$ cat config.mk
export PLATFORM = sky130hd
export DESIGN_NAME = macc_frame_seq
export DESIGN_NICKNAME = d
export VERILOG_FILES = /design/src/rtl/macc_seq_pkg.sv /design/src/rtl/macc_round_sat.sv /design/src/rtl/macc_frame_seq.sv
export SDC_FILE = /design/constraint.sdc
export NUM_CORES = 1
export LEC_CHECK = 0
export CORE_UTILIZATION = 38
export DETAILED_ROUTE_END_ITERATION = 7
export GPL_TIMING_DRIVEN = 0
export PLACE_DENSITY = 0.73
export SLEW_MARGIN = 20
export SYNTH_ARGS = -nofsm -noshare
export SYNTH_HDL_FRONTEND = slang
export SYNTH_SLANG_ARGS = --single-unit
$ cat constraint.sdc
create_clock -name clk -period 2.6 [get_ports clk]
set_clock_uncertainty 0.2 [all_clocks]
set_input_delay 0.52 -clock clk [delete_from_list [all_inputs] [get_ports clk]]
set_output_delay 0.52 -clock clk [all_outputs]
set_load 0.03 [all_outputs]
$ cat src/rtl/macc_seq_pkg.sv
// macc_seq_pkg: shared widths, rounding constant and saturation limits for
// the MAC frame sequencer and its round/saturate stage.
package macc_seq_pkg;

  // Default frame length and the counter width that goes with it.
  localparam int FRAME_LEN_DEF = 8;

  // Counter width for a given frame length; never narrower than one bit.
  function automatic int cntWidth(input int frameLen);
    return (frameLen <= 2) ? 1 : $clog2(frameLen);
  endfunction

  localparam int CNT_W = cntWidth(FRAME_LEN_DEF);

  // Half-LSB of the shifted result, added before the arithmetic shift.
  function automatic longint roundConst(input int shift);
    return (shift > 0) ? (64'sd1 <<< (shift - 1)) : 64'sd0;
  endfunction

  // Largest positive value representable in an outW-bit signed result.
  function automatic longint satMaxVal(input int outW);
    return (64'sd1 <<< (outW - 1)) - 64'sd1;
  endfunction

  // Most negative value representable in an outW-bit signed result.
  function automatic longint satMinVal(input int outW);
    return -(64'sd1 <<< (outW - 1));
  endfunction

endpackage

$ cat src/rtl/macc_round_sat.sv
// macc_round_sat: combinational round-half-up, arithmetic shift and signed
// saturation of a MAC frame sum.
// Optional: MACC_FRAME_SEQ_SATFLAG_EN adds the o_sat clip indicator.
module macc_round_sat
  import macc_seq_pkg::*;
#(
  parameter int SIZEOUT = 40,
  parameter int SHIFT   = 4,
  parameter int OUT_W   = 16
) (
  input  logic signed [SIZEOUT-1:0] i_accum,
`ifdef MACC_FRAME_SEQ_SATFLAG_EN
  output logic                      o_sat,
`endif
  output logic signed [OUT_W-1:0]   o_result
);

  // One extra bit so adding the rounding constant can never wrap.
  localparam logic signed [SIZEOUT:0] RND  = (SIZEOUT+1)'(roundConst(SHIFT));
  localparam logic signed [SIZEOUT:0] MAXV = (SIZEOUT+1)'(satMaxVal(OUT_W));
  localparam logic signed [SIZEOUT:0] MINV = (SIZEOUT+1)'(satMinVal(OUT_W));

  logic signed [SIZEOUT:0] w_rounded;
  logic signed [SIZEOUT:0] w_shifted;
  logic                    w_clip;

  // Round, shift, then clamp into the output range.
  always_comb begin
    w_rounded = {i_accum[SIZEOUT-1], i_accum} + RND;
    w_shifted = w_rounded >>> SHIFT;
    w_clip    = 1'b0;
    o_result  = w_shifted[OUT_W-1:0];
    if (w_shifted > MAXV) begin
      o_result = MAXV[OUT_W-1:0];
      w_clip   = 1'b1;
    end else if (w_shifted < MINV) begin
      o_result = MINV[OUT_W-1:0];
      w_clip   = 1'b1;
    end
  end

`ifdef MACC_FRAME_SEQ_SATFLAG_EN
  assign o_sat = w_clip;
`endif

endmodule

$ cat src/rtl/macc_frame_seq.sv
// macc_frame_seq: groups a valid/ready sample stream into FRAME_LEN-sample
// accumulations on a 3-stage constant-coefficient MAC, flushes the MAC
// pipeline when input pauses, and delivers each rounded/saturated frame sum
// through a one-entry valid/ready output register.
// Optional: MACC_FRAME_SEQ_SATFLAG_EN adds the sat_flag output.
module macc_frame_seq
  import macc_seq_pkg::*;
#(
  parameter int SIZEIN    = 16,
  parameter int SIZEOUT   = 40,
  parameter int FRAME_LEN = FRAME_LEN_DEF,
  parameter int SHIFT     = 4,
  parameter int OUT_W     = 16
) (
  input  logic               clk,
  input  logic               rst_n,
  input  logic               in_valid,
  output logic               in_ready,
  input  logic [SIZEIN-1:0]  in_data,
  output logic               macc_ce,
  output logic               macc_sload,
  output logic [SIZEIN-1:0]  macc_a,
  input  logic [SIZEOUT-1:0] macc_accum,
  output logic               out_valid,
  input  logic               out_ready,
`ifdef MACC_FRAME_SEQ_SATFLAG_EN
  output logic               sat_flag,
`endif
  output logic [OUT_W-1:0]   out_data
);

  // The default frame length reuses the package width; others derive their own.
  localparam int CNT_WIDTH = (FRAME_LEN == FRAME_LEN_DEF) ? CNT_W : cntWidth(FRAME_LEN);
  localparam logic [CNT_WIDTH-1:0] LAST_CNT = CNT_WIDTH'(FRAME_LEN - 1);

  logic [CNT_WIDTH-1:0] r_cnt;
  logic                 r_sloadNext;
  logic                 r_t1;
  logic                 r_t2;
  logic                 r_capPend;
  logic                 r_outValid;
  logic [OUT_W-1:0]     r_outData;
`ifdef MACC_FRAME_SEQ_SATFLAG_EN
  logic                 r_satFlag;
  logic                 w_sat;
`endif

  logic             w_capBlk;
  logic             w_accept;
  logic             w_flush;
  logic             w_ce;
  logic             w_last;
  logic             w_capture;
  logic [OUT_W-1:0] w_result;

  // Per-cycle decisions: stall on a blocked capture, else accept or flush.
  // Nothing is accepted while reset is held so the MAC drive stays at zero.
  always_comb begin
    w_capBlk  = r_capPend && r_outValid && !out_ready;
    w_accept  = rst_n && in_valid && !w_capBlk;
    w_flush   = rst_n && !w_accept && !w_capBlk && (r_t1 || r_t2);
    w_ce      = w_accept || w_flush;
    w_last    = (r_cnt == LAST_CNT);
    w_capture = r_capPend && (!r_outValid || out_ready);
  end

  assign in_ready   = rst_n && !w_capBlk;
  assign macc_ce    = w_ce;
  assign macc_a     = w_accept ? in_data : '0;
  assign macc_sload = w_ce && r_sloadNext;
  assign out_valid  = r_outValid;
  assign out_data   = r_outData;
`ifdef MACC_FRAME_SEQ_SATFLAG_EN
  assign sat_flag   = r_satFlag;
`endif

  // Sample position within the frame; only accepted samples count.
  always_ff @(posedge clk or negedge rst_n) begin
    if (!rst_n) begin
      r_cnt <= '0;
    end else if (w_accept) begin
      r_cnt <= w_last ? '0 : r_cnt + 1'b1;
    end
  end

  // Arm sload on a frame's first sample; it rides out on the following ce-cycle.
  always_ff @(posedge clk or negedge rst_n) begin
    if (!rst_n) begin
      r_sloadNext <= 1'b0;
    end else if (w_accept && (r_cnt == '0)) begin
      r_sloadNext <= 1'b1;
    end else if (w_ce) begin
      r_sloadNext <= 1'b0;
    end
  end

  // End-of-frame tag tracks the last sample through the MAC pipeline stages.
  always_ff @(posedge clk or negedge rst_n) begin
    if (!rst_n) begin
      r_t1 <= 1'b0;
      r_t2 <= 1'b0;
    end else if (w_ce) begin
      r_t1 <= w_accept && w_last;
      r_t2 <= r_t1;
    end
  end

  // A finished sum waits here until the output register can take it.
  always_ff @(posedge clk or negedge rst_n) begin
    if (!rst_n) begin
      r_capPend <= 1'b0;
    end else if (w_ce && r_t2) begin
      r_capPend <= 1'b1;
    end else if (w_capture) begin
      r_capPend <= 1'b0;
    end
  end

  // One-entry output register, loaded from the pre-edge MAC sum.
  always_ff @(posedge clk or negedge rst_n) begin
    if (!rst_n) begin
      r_outValid <= 1'b0;
      r_outData  <= '0;
`ifdef MACC_FRAME_SEQ_SATFLAG_EN
      r_satFlag  <= 1'b0;
`endif
    end else if (w_capture) begin
      r_outValid <= 1'b1;
      r_outData  <= w_result;
`ifdef MACC_FRAME_SEQ_SATFLAG_EN
      r_satFlag  <= w_sat;
`endif
    end else if (out_ready) begin
      r_outValid <= 1'b0;
    end
  end

  macc_round_sat #(
    .SIZEOUT (SIZEOUT),
    .SHIFT   (SHIFT),
    .OUT_W   (OUT_W)
  ) u_roundSat (
    .i_accum  (macc_accum),
`ifdef MACC_FRAME_SEQ_SATFLAG_EN
    .o_sat    (w_sat),
`endif
    .o_result (w_result)
  );

endmodule

==> summary.log <==
qor: grt.maximum_number_of_pins_on_one_net_before_global_route_repair 25
qor: placed_design.gp_congestion 0.892
qor: finish.final_nets 485
qor: timing.timing.fmax 0.384 GHz
qor: power.switching_power 0.484 mW
qor: yosys.synth_sequential_area_ratio 0.263
qor: clocking.worstSkewPairLatency 270 ps
qor: clocking.ctsLongestPathBuffers 2
qor: route.met2RoutedLength 4.00 mm
qor: grt.grt_first_pass_wirelength 12.7 mm
qor: timing.share_of_the_cycle_needed_by_the_critical_path_after_routing 1.00
qor: timing.finalCriticalPeriod 2610 ps
qor: worst_setup_path.cp_max_fo 5
qor: die.std_cell_rows 27
qor: finish.flow.area_growth_from_synthesis 68.8%
qor: clocking.clk_tree_root_cell clkbuf_8
qor: die.fp.dieW 79.5 um
qor: clocking.path_clk_slew 90 ps
qor: finish.finish.instance_area 3860 um2
qor: yosys.netlist.top_cell.by_area dfrtp_1
qor: grt.first_global_vias 2639
qor: route.drt-total-wl 8.34 mm
qor: power.pwr-share-seq 0.342
qor: timing.worstMarginPinSlew 558 ps
qor: power.power.ir.vdd_worst 279 uV
qor: timing.timing_hold_violations_final 0
qor: yosys.avgSynthCellArea 7.93 um2
qor: yosys.mapped_nets 352
qor: route.wl_per_cell 16.9 um
qor: power.post-layout-total-power 1.39 mW
qor: flow_run.cap_viol_max_count 0
qor: power.internal_dissipation 0.904 mW
qor: run_status.run_status complete, but fails checks
qor: route.dr.pass1.iters 5
qor: worst_setup_path.critical_path.startpoint_type primary input
qor: timing.slew_headroom 0.628
qor: clocking.tritoncts_sinks 24
qor: power.netSwitchingFraction 0.349
qor: yosys.syn_inst_count 288
qor: power.p_per_area 360 nW/um2
qor: die.initial_core_util 0.405
qor: clocking.htree_num_levels 1
qor: yosys.netlist.area_leader.share 0.263
qor: yosys.synth_most_common_cell o21ai_0
qor: grt.gr-usage-all-layers 0.252
qor: worst_setup_path.critPathArrivalTime 2560 ps
qor: power.cellLeakagePower 1.70 nW
qor: clocking.tritoncts.num_buffers 3
qor: die.boundaryPins 96
qor: yosys.cell_types_with_the_highest_counts_after_synthesis 26 x o21ai_0, 25 x nand3_1, 24 x dfrtp_1, 24 x nand2_1
qor: timing.drv_slew 0
qor: die.height_of_the_die 79.5 um
qor: power.share_comb_of_total_power 0.418
qor: yosys.ys_warn_count 0
qor: die.die-area 6330 um2
qor: finish.post_route_cells_drive_above_1_share 0.364
qor: grt.globalRoute.totalOverflow 0
qor: route.vias_per_cell 5.93
qor: yosys.synth.ff_latch_count 24
qor: timing.rsz0062_at_grt yes
qor: yosys.netlist_top_cells_area dfrtp_1 26%, and3_1 6.3%, o21ai_0 5.7%
qor: yosys.post_synth_design_cell_area 2280 um2
qor: timing.finalSetupViolations 5
qor: worst_setup_path.timing.critical_path.required 2550 ps
qor: route.drc_errors 0
qor: route.first_iter_violations 219
qor: route.vias 2917
qor: yosys.synth_cell_type_count 49
qor: placed_design.detailed_place_hpwl 5.49 mm
qor: yosys.share_of_synthesized_flip_flops_with_an_asynchronous_set_or_reset 1.00
qor: grt.grt_antenna_before_repair 0
qor: placed_design.dpl_worst_slack -1110 ps
qor: finish.insertedDiodeCount 0
qor: route.detail-route-antenna-nets 0
qor: placed_design.port_buffers 89
qor: route.detailroute.wirelength.met3 835 um
qor: worst_setup_path.worst-setup-path-type primary input to flop
qor: die.floorplan.core_area 5640 um2
qor: timing.finalWorstSetupSlack -6.08 ps
qor: timing.accumulated_negative_setup_slack -17.7 ps
qor: yosys.synth_edf_count 0
qor: timing.worst_hold_slack 168 ps
qor: run_status.failing_checks negative setup slack
qor: worst_hold_path.hold_path_class primary input to asynchronous set/reset pin
qor: power.power.share.clock 0.240
qor: route.routedLengthMet1 3.40 mm
qor: placed_design.detailed_place.area 3310 um2
qor: route.route.top_layer_used met4
qor: clocking.cts_tree done
qor: worst_setup_path.setup.worst_path.end_class flop
qor: yosys.yosys_most_used_dff dfrtp_1
[layout make-up]
type                       instances  area, um2
fill                             448       1790
tap                               72       90.1
sequential                        24        601
clock buffer                       3       41.3
buffer                            17        134
clock inverter                     1       30.0
timing repair buffer             129       1150
multi-input combinational        237       1770
inverter                           9       36.3
[path summary, 6_finish.rpt]
| path | startpoint | endpoint | slack (ps) | depth (start not counted) |
|---|---|---|---|---|
| min in group clk | r_capPend | out_valid | 290 | 1 |
| hold / removal | rst_n | out_data[1] | 170 | 2 |
| setup / recovery | macc_accum[16] | out_data[8] | -6 | 11 |
| setup reg to reg | out_valid | out_data[8] | 530 | 8 |
| hold reg to reg | r_capPend | out_valid | 290 | 1 |
| max in group asynchronous | rst_n | r_cnt[2] | 1660 | 2 |
[metal layers]
metal / GRT usage / vias up
met5: 0 / -
met4: 0.0527 / 0
met3: 0.0514 / 16
met2: 0.435 / 167
met1: 0.321 / 1389
li1: - / 1345
[timing repair]
action	4_1_cts	5_1_grt
endpoints found under the setup margin	35	31
hold buffers	1	0
hold endpoints to repair	24	0
gates cloned	2	0
buffers inserted	32	5
resized for setup	247	45
pin swaps	31	16
[kinds of logic (layout without fill, tap and decap cells)]
family	count (synthesis)	count (layout)	share of synthesized area
and+or+nand+nor	148	148	0.372
AOI/OAI and AO/OA	61	61	0.193
buffers and inverters	27	159	0.0553
DFF	24	24	0.263
xor gates and xnor gates	19	19	0.0728
muxes	5	5	0.0225
adders and majority gates	4	4	0.0219
[critical path: stages]
cell and delay [ps]:
buf_8 90, nand4_4 130, or3_4 430, buf_6 140, a2111o_1 350, nand3_2 80
nand4_1 150, nor4_4 280, buf_6 190, buf_8 130, o32ai_2 60
[state kept, by name, summed over array words and instances, names as in the netlist]
name         cells
r_t1             1
out_data        16
r_cnt            3
r_capPend        1
out_valid        1
r_t2             1
r_sloadNext      1
[cell usage in the layout, fill, tap and decap left out, drive strengths merged, types with 5 or more instances in the layout]
cell / count
dfrtp: 24
buf: 88
xnor2: 8
and3: 23
xor2: 11
clkdlybuf4s15: 5
dlygate4sd2: 6
o32ai: 10
inv: 9
nor4: 5
nor2: 23
o21ai: 26
nand4: 18
nor3: 8
nand2: 24
nand3b: 5
o22ai: 6
clkbuf: 12
clkdlybuf4s50: 37
nand3: 25
[power by group through the flow]
stage | clock network [mW] | registers, mW | logic, mW
floorplan | 0 | 0.537 | 0.225
global placement | 0 | 0.479 | 0.527
detailed placement | 0 | 0.482 | 0.535
CTS | 0.337 | 0.475 | 0.564
global route | 0.348 | 0.482 | 0.625
finish | 0.333 | 0.475 | 0.580
[stage by stage]
step	cells	utilization
floorplan	288	-
global placement	449	0.587
detailed placement	449	0.586
CTS	487	0.672
global route	492	0.684
finish	492	0.684
No activity file was read; power rests on OpenSTA's default activity.
